[src/rtl/rom_blit_ctrl_if.sv]
// Bundle of the blit controller's control, ROM and VGA plot signals.
// "slave" is the controller's own view of the bundle.
// "master" is the surrounding system: the draw FSM, the image ROM and the VGA adapter.
interface rom_blit_ctrl_if;
    logic       start;
    logic [7:0] dst_x;
    logic [7:0] dst_y;
    logic       key_en;
    logic [7:0] rom_x;
    logic [7:0] rom_y;
    logic [2:0] rom_dout;
    logic [7:0] vga_x;
    logic [7:0] vga_y;
    logic [2:0] vga_colour;
    logic       vga_plot;
    logic       busy;
    logic       done;

    modport slave (
        input  start, dst_x, dst_y, key_en, rom_dout,
        output rom_x, rom_y, vga_x, vga_y, vga_colour, vga_plot, busy, done
    );

    modport master (
        output start, dst_x, dst_y, key_en, rom_dout,
        input  rom_x, rom_y, vga_x, vga_y, vga_colour, vga_plot, busy, done
    );
endinterface

[src/rtl/rom_blit_ctrl.sv]
// Raster-order image ROM walker that streams pixels to the VGA plot port.
// Each pixel address is issued once per cycle. A valid tag and the image
// coordinates follow the address through two stages, which line up with
// the ROM's registered read. In the second stage the pixel is offset by
// the latched origin, clipped to the screen and optionally colour-keyed.
module rom_blit_ctrl #(
    parameter int          IMG_W      = 160,
    parameter int          IMG_H      = 120,
    parameter int          SCR_W      = 160,
    parameter int          SCR_H      = 120,
    parameter logic [2:0]  KEY_COLOUR = 3'b000
) (
    input  logic           clk,
    input  logic           rst,
    rom_blit_ctrl_if.slave bus
);

    typedef enum logic [1:0] {IDLE, RUN, DRAIN, DONE} state_t;

    localparam logic [7:0] X_LAST = 8'(IMG_W - 1);
    localparam logic [7:0] Y_LAST = 8'(IMG_H - 1);
    localparam logic [8:0] SCR_W9 = 9'(SCR_W);
    localparam logic [8:0] SCR_H9 = 9'(SCR_H);

    state_t     state_reg, state_next;

    logic [7:0] dst_x_reg, dst_y_reg;
    logic       key_en_reg;

    // Stage 1: the address on the ROM port, tagged valid.
    logic [7:0] rom_x_reg, rom_y_reg;
    logic       s1_valid_reg;

    // Stage 2: the same image coordinates while rom_dout holds their pixel.
    logic [7:0] s2_ix_reg, s2_iy_reg;
    logic       s2_valid_reg;

    logic       drain_cnt_reg;

    logic [7:0] vga_x_reg, vga_y_reg;
    logic [2:0] vga_colour_reg;
    logic       vga_plot_reg;
    logic       busy_reg, done_reg;

    logic       last_addr;
    logic [8:0] sx, sy;
    logic       on_screen, keyed_out;

    assign last_addr = (rom_x_reg == X_LAST) && (rom_y_reg == Y_LAST);

    // The origin add is 9 bits wide, so a pixel past x=255 is clipped, not wrapped.
    assign sx        = {1'b0, dst_x_reg} + {1'b0, s2_ix_reg};
    assign sy        = {1'b0, dst_y_reg} + {1'b0, s2_iy_reg};
    assign on_screen = (sx < SCR_W9) && (sy < SCR_H9);
    assign keyed_out = key_en_reg && (bus.rom_dout == KEY_COLOUR);

    // State register.
    always_ff @(posedge clk or posedge rst) begin
        if (rst) begin
            state_reg <= IDLE;
        end else begin
            state_reg <= state_next;
        end
    end

    // Next-state logic. DRAIN lasts two cycles, so the final pixel has left the output stage before DONE.
    always_comb begin
        state_next = state_reg;
        case (state_reg)
            IDLE:    if (bus.start) state_next = RUN;
            RUN:     if (last_addr) state_next = DRAIN;
            DRAIN:   if (drain_cnt_reg) state_next = DONE;
            DONE:    state_next = IDLE;
            default: state_next = IDLE;
        endcase
    end

    // Handles start acceptance, the raster address counter and the drain counter.
    always_ff @(posedge clk or posedge rst) begin
        if (rst) begin
            dst_x_reg     <= 8'd0;
            dst_y_reg     <= 8'd0;
            key_en_reg    <= 1'b0;
            rom_x_reg     <= 8'd0;
            rom_y_reg     <= 8'd0;
            s1_valid_reg  <= 1'b0;
            drain_cnt_reg <= 1'b0;
        end else begin
            s1_valid_reg  <= 1'b0;
            drain_cnt_reg <= (state_reg == DRAIN) ? ~drain_cnt_reg : 1'b0;
            case (state_reg)
                IDLE: begin
                    if (bus.start) begin
                        dst_x_reg    <= bus.dst_x;
                        dst_y_reg    <= bus.dst_y;
                        key_en_reg   <= bus.key_en;
                        rom_x_reg    <= 8'd0;
                        rom_y_reg    <= 8'd0;
                        s1_valid_reg <= 1'b1;
                    end
                end
                RUN: begin
                    // After the last address is issued, the address holds and no new slot is tagged valid.
                    if (!last_addr) begin
                        s1_valid_reg <= 1'b1;
                        if (rom_x_reg == X_LAST) begin
                            rom_x_reg <= 8'd0;
                            rom_y_reg <= rom_y_reg + 8'd1;
                        end else begin
                            rom_x_reg <= rom_x_reg + 8'd1;
                        end
                    end
                end
                default: ;
            endcase
        end
    end

    // Delays the tag and coordinates one cycle to match the ROM read latency.
    always_ff @(posedge clk or posedge rst) begin
        if (rst) begin
            s2_valid_reg <= 1'b0;
            s2_ix_reg    <= 8'd0;
            s2_iy_reg    <= 8'd0;
        end else begin
            s2_valid_reg <= s1_valid_reg;
            s2_ix_reg    <= rom_x_reg;
            s2_iy_reg    <= rom_y_reg;
        end
    end

    // Output stage. Position and colour follow every valid slot; only plot is gated.
    always_ff @(posedge clk or posedge rst) begin
        if (rst) begin
            vga_x_reg      <= 8'd0;
            vga_y_reg      <= 8'd0;
            vga_colour_reg <= 3'd0;
            vga_plot_reg   <= 1'b0;
        end else begin
            vga_plot_reg <= 1'b0;
            if (s2_valid_reg) begin
                vga_x_reg      <= sx[7:0];
                vga_y_reg      <= sy[7:0];
                vga_colour_reg <= bus.rom_dout;
                vga_plot_reg   <= on_screen && !keyed_out;
            end
        end
    end

    // Status flags come from the next state, so both change on the same edge as the state.
    always_ff @(posedge clk or posedge rst) begin
        if (rst) begin
            busy_reg <= 1'b0;
            done_reg <= 1'b0;
        end else begin
            busy_reg <= (state_next == RUN) || (state_next == DRAIN);
            done_reg <= (state_next == DONE);
        end
    end

    assign bus.rom_x      = rom_x_reg;
    assign bus.rom_y      = rom_y_reg;
    assign bus.vga_x      = vga_x_reg;
    assign bus.vga_y      = vga_y_reg;
    assign bus.vga_colour = vga_colour_reg;
    assign bus.vga_plot   = vga_plot_reg;
    assign bus.busy       = busy_reg;
    assign bus.done       = done_reg;

endmodule

[src/flat_wrapper.sv]
// flat-port wrapper written by rule: the top's interface ports become plain ports
module rom_blit_ctrl_flat 
#(
    parameter int          IMG_W      = 160,
    parameter int          IMG_H      = 120,
    parameter int          SCR_W      = 160,
    parameter int          SCR_H      = 120,
    parameter logic [2:0]  KEY_COLOUR = 3'b000
)
  (clk, rst, bus_start, bus_dst_x, bus_dst_y, bus_key_en, bus_rom_dout, bus_rom_x, bus_rom_y, bus_vga_x, bus_vga_y, bus_vga_colour, bus_vga_plot, bus_busy, bus_done);
  rom_blit_ctrl_if bus_i ();
  input  logic clk;
  input  logic rst;
  input wire logic [$bits(bus_i.start)-1:0] bus_start;
  input wire logic [$bits(bus_i.dst_x)-1:0] bus_dst_x;
  input wire logic [$bits(bus_i.dst_y)-1:0] bus_dst_y;
  input wire logic [$bits(bus_i.key_en)-1:0] bus_key_en;
  input wire logic [$bits(bus_i.rom_dout)-1:0] bus_rom_dout;
  output wire logic [$bits(bus_i.rom_x)-1:0] bus_rom_x;
  output wire logic [$bits(bus_i.rom_y)-1:0] bus_rom_y;
  output wire logic [$bits(bus_i.vga_x)-1:0] bus_vga_x;
  output wire logic [$bits(bus_i.vga_y)-1:0] bus_vga_y;
  output wire logic [$bits(bus_i.vga_colour)-1:0] bus_vga_colour;
  output wire logic [$bits(bus_i.vga_plot)-1:0] bus_vga_plot;
  output wire logic [$bits(bus_i.busy)-1:0] bus_busy;
  output wire logic [$bits(bus_i.done)-1:0] bus_done;
  assign bus_i.start = bus_start;
  assign bus_i.dst_x = bus_dst_x;
  assign bus_i.dst_y = bus_dst_y;
  assign bus_i.key_en = bus_key_en;
  assign bus_i.rom_dout = bus_rom_dout;
  assign bus_rom_x = bus_i.rom_x;
  assign bus_rom_y = bus_i.rom_y;
  assign bus_vga_x = bus_i.vga_x;
  assign bus_vga_y = bus_i.vga_y;
  assign bus_vga_colour = bus_i.vga_colour;
  assign bus_vga_plot = bus_i.vga_plot;
  assign bus_busy = bus_i.busy;
  assign bus_done = bus_i.done;
  rom_blit_ctrl #(.IMG_W(IMG_W), .IMG_H(IMG_H), .SCR_W(SCR_W), .SCR_H(SCR_H), .KEY_COLOUR(KEY_COLOUR)) u_core (.clk(clk), .rst(rst), .bus(bus_i));
endmodule
[config.mk]
export PLATFORM = sky130hd
export DESIGN_NAME = rom_blit_ctrl_flat
export DESIGN_NICKNAME = d
export VERILOG_FILES = /design/src/rtl/rom_blit_ctrl_if.sv /design/src/rtl/rom_blit_ctrl.sv /design/src/flat_wrapper.sv
export SDC_FILE = /design/constraint.sdc
export NUM_CORES = 1
export LEC_CHECK = 0
export CELL_PAD_IN_SITES_DETAIL_PLACEMENT = 2
export CELL_PAD_IN_SITES_GLOBAL_PLACEMENT = 2
export CORE_ASPECT_RATIO = 0.6
export CORE_MARGIN = 2
export CORE_UTILIZATION = 30
export DETAILED_ROUTE_END_ITERATION = 10
export MAX_ROUTING_LAYER = met4
export PLACE_DENSITY_LB_ADDON = 0.1
export SLEW_MARGIN = 30
export SYNTH_ARGS = -nofsm -noshare
export SYNTH_HDL_FRONTEND = slang
export SYNTH_SLANG_ARGS = --single-unit
[constraint.sdc]
create_clock -name clk -period 2.3 [get_ports clk]
set_input_delay 0.46 -clock clk [delete_from_list [all_inputs] [get_ports clk]]
set_output_delay 0.46 -clock clk [all_outputs]
set_load 0.01 [all_outputs]
==> impl_metrics.tcl <==
set metrics [dict create \
    status "finished clean" \
    avgSynthCellArea_sq_um 10.7 \
    ys_seq_elements 76 \
    nets 457 \
    slew_headroom 0.669 \
    hold_viol_final 0 \
    async_flop_share 1.00 \
    htree_levels 3 \
    timing.critical_path.buf_inv 0 \
    antenna_cells 0 \
    ant_nets 0 \
    ys.flop_type "dfrtp_1" \
    row_count 30 \
    cts_sinks 76 \
    antenna_found_initial 0 \
    yosysTopAreaCell "dfrtp_1" \
    n_fill_cell 1211 \
    cts_tree "built" \
    path_cells "ha_1 > fa_2 > a21o_1 > a211oi_1 > nor2_1 > and3_1 > a221oi_1" \
    path_clk_slew_ps 60 \
    wl_per_cell_um 18.2 \
    critical_path_required_ps 2540 \
    gr-total-overflow 0 \
    fin_skew_ps 5.37 \
    cts_buffers 9 \
    clk_latency_ps 340 \
    drive_above_1_share 0.136 \
    syn_area_sq_mm 0.00353 \
    post-dp-hpwl_um 7650 \
    leakagePower_nw 2.11 \
    synth_top_area_frac 0.539 \
    critPathMaxFanout 3 \
    die_x_um 144 \
    synthesis.nets 374 \
    end_kind "flip-flop" \
    gp_congestion 0.824 \
    die_area_sq_mm 0.0127 \
    period_needed_ps 2130 \
    portBuffers 60 \
    synth_edf_count 0 \
    ir_worst_vdd_uv 393 \
    drc_errors 0 \
    yosys-top-cells-count "76 x dfrtp_1, 63 x nand2_1, 19 x ha_1, 17 x o21ai_0, 14 x mux2_2" \
    slowest_delay_ps 390 \
    area_delta_synth_final_pct 35.8 \
    vias_per_cell 4.92 \
    ios 61 \
    setup_violations 0 \
    hp-class "reg -> reg" \
    postSynthCellCount 330 \
    clock_path_buffers 2 \
    grt_max_degree 77 \
    tightest_slew_ps 484 \
    num_vias 2844 \
    cp-start-kind "flip-flop" \
    grt.total_usage 0.187 \
    final_core_util 0.421 \
    cp.arrival_ps 2370 \
    drt_iter0_drc 96 \
    die_h_um 88.0 \
    power_density_mw_per_mm2 701 \
    synth_cell_types 51 \
    period_share 0.926 \
    max_freq_mhz 470 \
    synth_most_common_cell "dfrtp_1" \
    coreArea_sq_mm 0.0114 \
    max_cap_violations 0 \
    dr.pass1.iters 4 \
    start_util 0.310 \
    yosys_warnings 0 \
    synth_area_leaders "dfrtp_1 54%, ha_1 6.7%, nand2_1 6.7%" \
    seq_area_frac_synth 0.539 \
    finalPower_mw 3.36 \
    rsz0062_at_grt "no" \
    root_buffer "clkbuf_16" \
    routed_wl_um 10500 \
    criticalPathCategory "reg -> reg" \
    crit_family "compound AO/OA/AOI/OAI gates" \
    crit_slowest_cell "dfrtp_1" \
    grt_first_pass_wirelength_um 17200 \
    drv_slew 0 \
    first_global_vias 3115 \
]
-- area by class of cell --
type                    instances  area, sq um  area share
well taps                     160          200      0.0418
multi-input cells             234         1560       0.326
repair buffers                 80          763       0.159
flip-flops and latches         76         1900       0.397
clock buffers                  11          243      0.0506
inverters                      12         48.8      0.0102
clock inverters                 5         75.1      0.0157
-- stage by stage --
| step | instances | hold slack (ps) | setup WS (ps) | setup TNS [ps] | area (sq um) |
|---|---|---|---|---|---|
| 3_5_place_dp | 562 | 346 | -56.4 | -115 | 4470 |
| 4_1_cts | 578 | 359 | 69.2 | 0 | 4790 |
| 3_3_place_gp | 562 | 334 | 20.3 | 0 | 4470 |
| 5_1_grt | 578 | 361 | 0.0171 | 0 | 4790 |
| 6_report | 578 | 359 | 171 | 0 | 4790 |
| 2_1_floorplan | 330 | 331 | 248 | 0 | 3530 |
-- worst paths after layout --
kind                       slack [ps]                              end                             from  cells after the start
setup / recovery                  170    u_core.bus.vga_plot$_DFF_PP0_  u_core.dst_y_reg[0]$_DFFE_PP0P_                      7
hold / removal                    360    u_core.s2_valid_reg$_DFF_PP0_    u_core.s1_valid_reg$_DFF_PP0_                      0
setup reg to reg                  170    u_core.bus.vga_plot$_DFF_PP0_  u_core.dst_y_reg[0]$_DFFE_PP0P_                      7
hold reg to reg                   360    u_core.s2_valid_reg$_DFF_PP0_    u_core.s1_valid_reg$_DFF_PP0_                      0
max in group asynchronous        1370  u_core.bus.rom_x[1]$_DFFE_PP0P_                              rst                      3
min in group asynchronous         580  u_core.bus.vga_x[4]$_DFFE_PP0P_                              rst                      3
-- placed cells by master, fill, tap and decap left out, types with 3 or more instances in the layout --
cell type,n
a211oi_1,7
a21o_1,5
a21oi_1,11
and3_1,4
buf_4,19
clkbuf_16,9
clkdlybuf4s50_1,60
clkinv_2,3
dfrtp_1,76
ha_1,19
inv_1,10
mux2_2,14
nand2_1,63
nand2b_1,3
nand3_1,12
nand4_1,5
nor2_1,13
nor2b_1,3
nor3_1,4
o211ai_1,4
o21ai_0,17
or3_1,3
or4_1,3
xnor2_1,8
-- routing by layer --
metal / GRT usage / vias to the layer above / wire [um] / share of wire
met5: - / - / 0 / 0
met4: 0.0481 / 0 / 110 / 0.010
met3: 0.0448 / 9 / 329 / 0.031
met2: 0.266 / 51 / 4410 / 0.42
met1: 0.267 / 1440 / 5670 / 0.54
li1: - / 1344 / - / -
-- timing repair --
action                                  in CTS  in global routing
hold buffers                                 0                  0
resized for setup                            0                  2
hold endpoints to repair                     0                  0
buffers inserted                             0                  0
endpoints found under the setup margin       0                  1
-- power by group --
| group | switching, mW | internal (mW) | total (mW) |
|---|---|---|---|
| logic | 0.185 | 0.204 | 0.388 |
| registers | 0.0395 | 1.40 | 1.44 |
| clock network | 0.557 | 0.974 | 1.53 |
-- worst register-to-register path: stages, from the launching register on --
cell      delay (ps)
dfrtp_1          390
ha_1             230
fa_2             390
a21o_1           190
a211oi_1         250
nor2_1           130
and3_1           180
a221oi_1         280
-- logic make-up (layout without fill, tap and decap cells) --
family | count (synthesis) | count (layout) | share of synthesized area
and+or+nand+nor | 125 | 125 | 0.170
muxes | 14 | 14 | 0.0446
adders and majority gates | 21 | 21 | 0.0787
AOI/OAI and AO/OA | 64 | 64 | 0.122
DFF | 76 | 76 | 0.539
buffers and inverters | 20 | 108 | 0.0213
xor gates and xnor gates | 10 | 10 | 0.0248
Power figures use the tool's default switching activity.
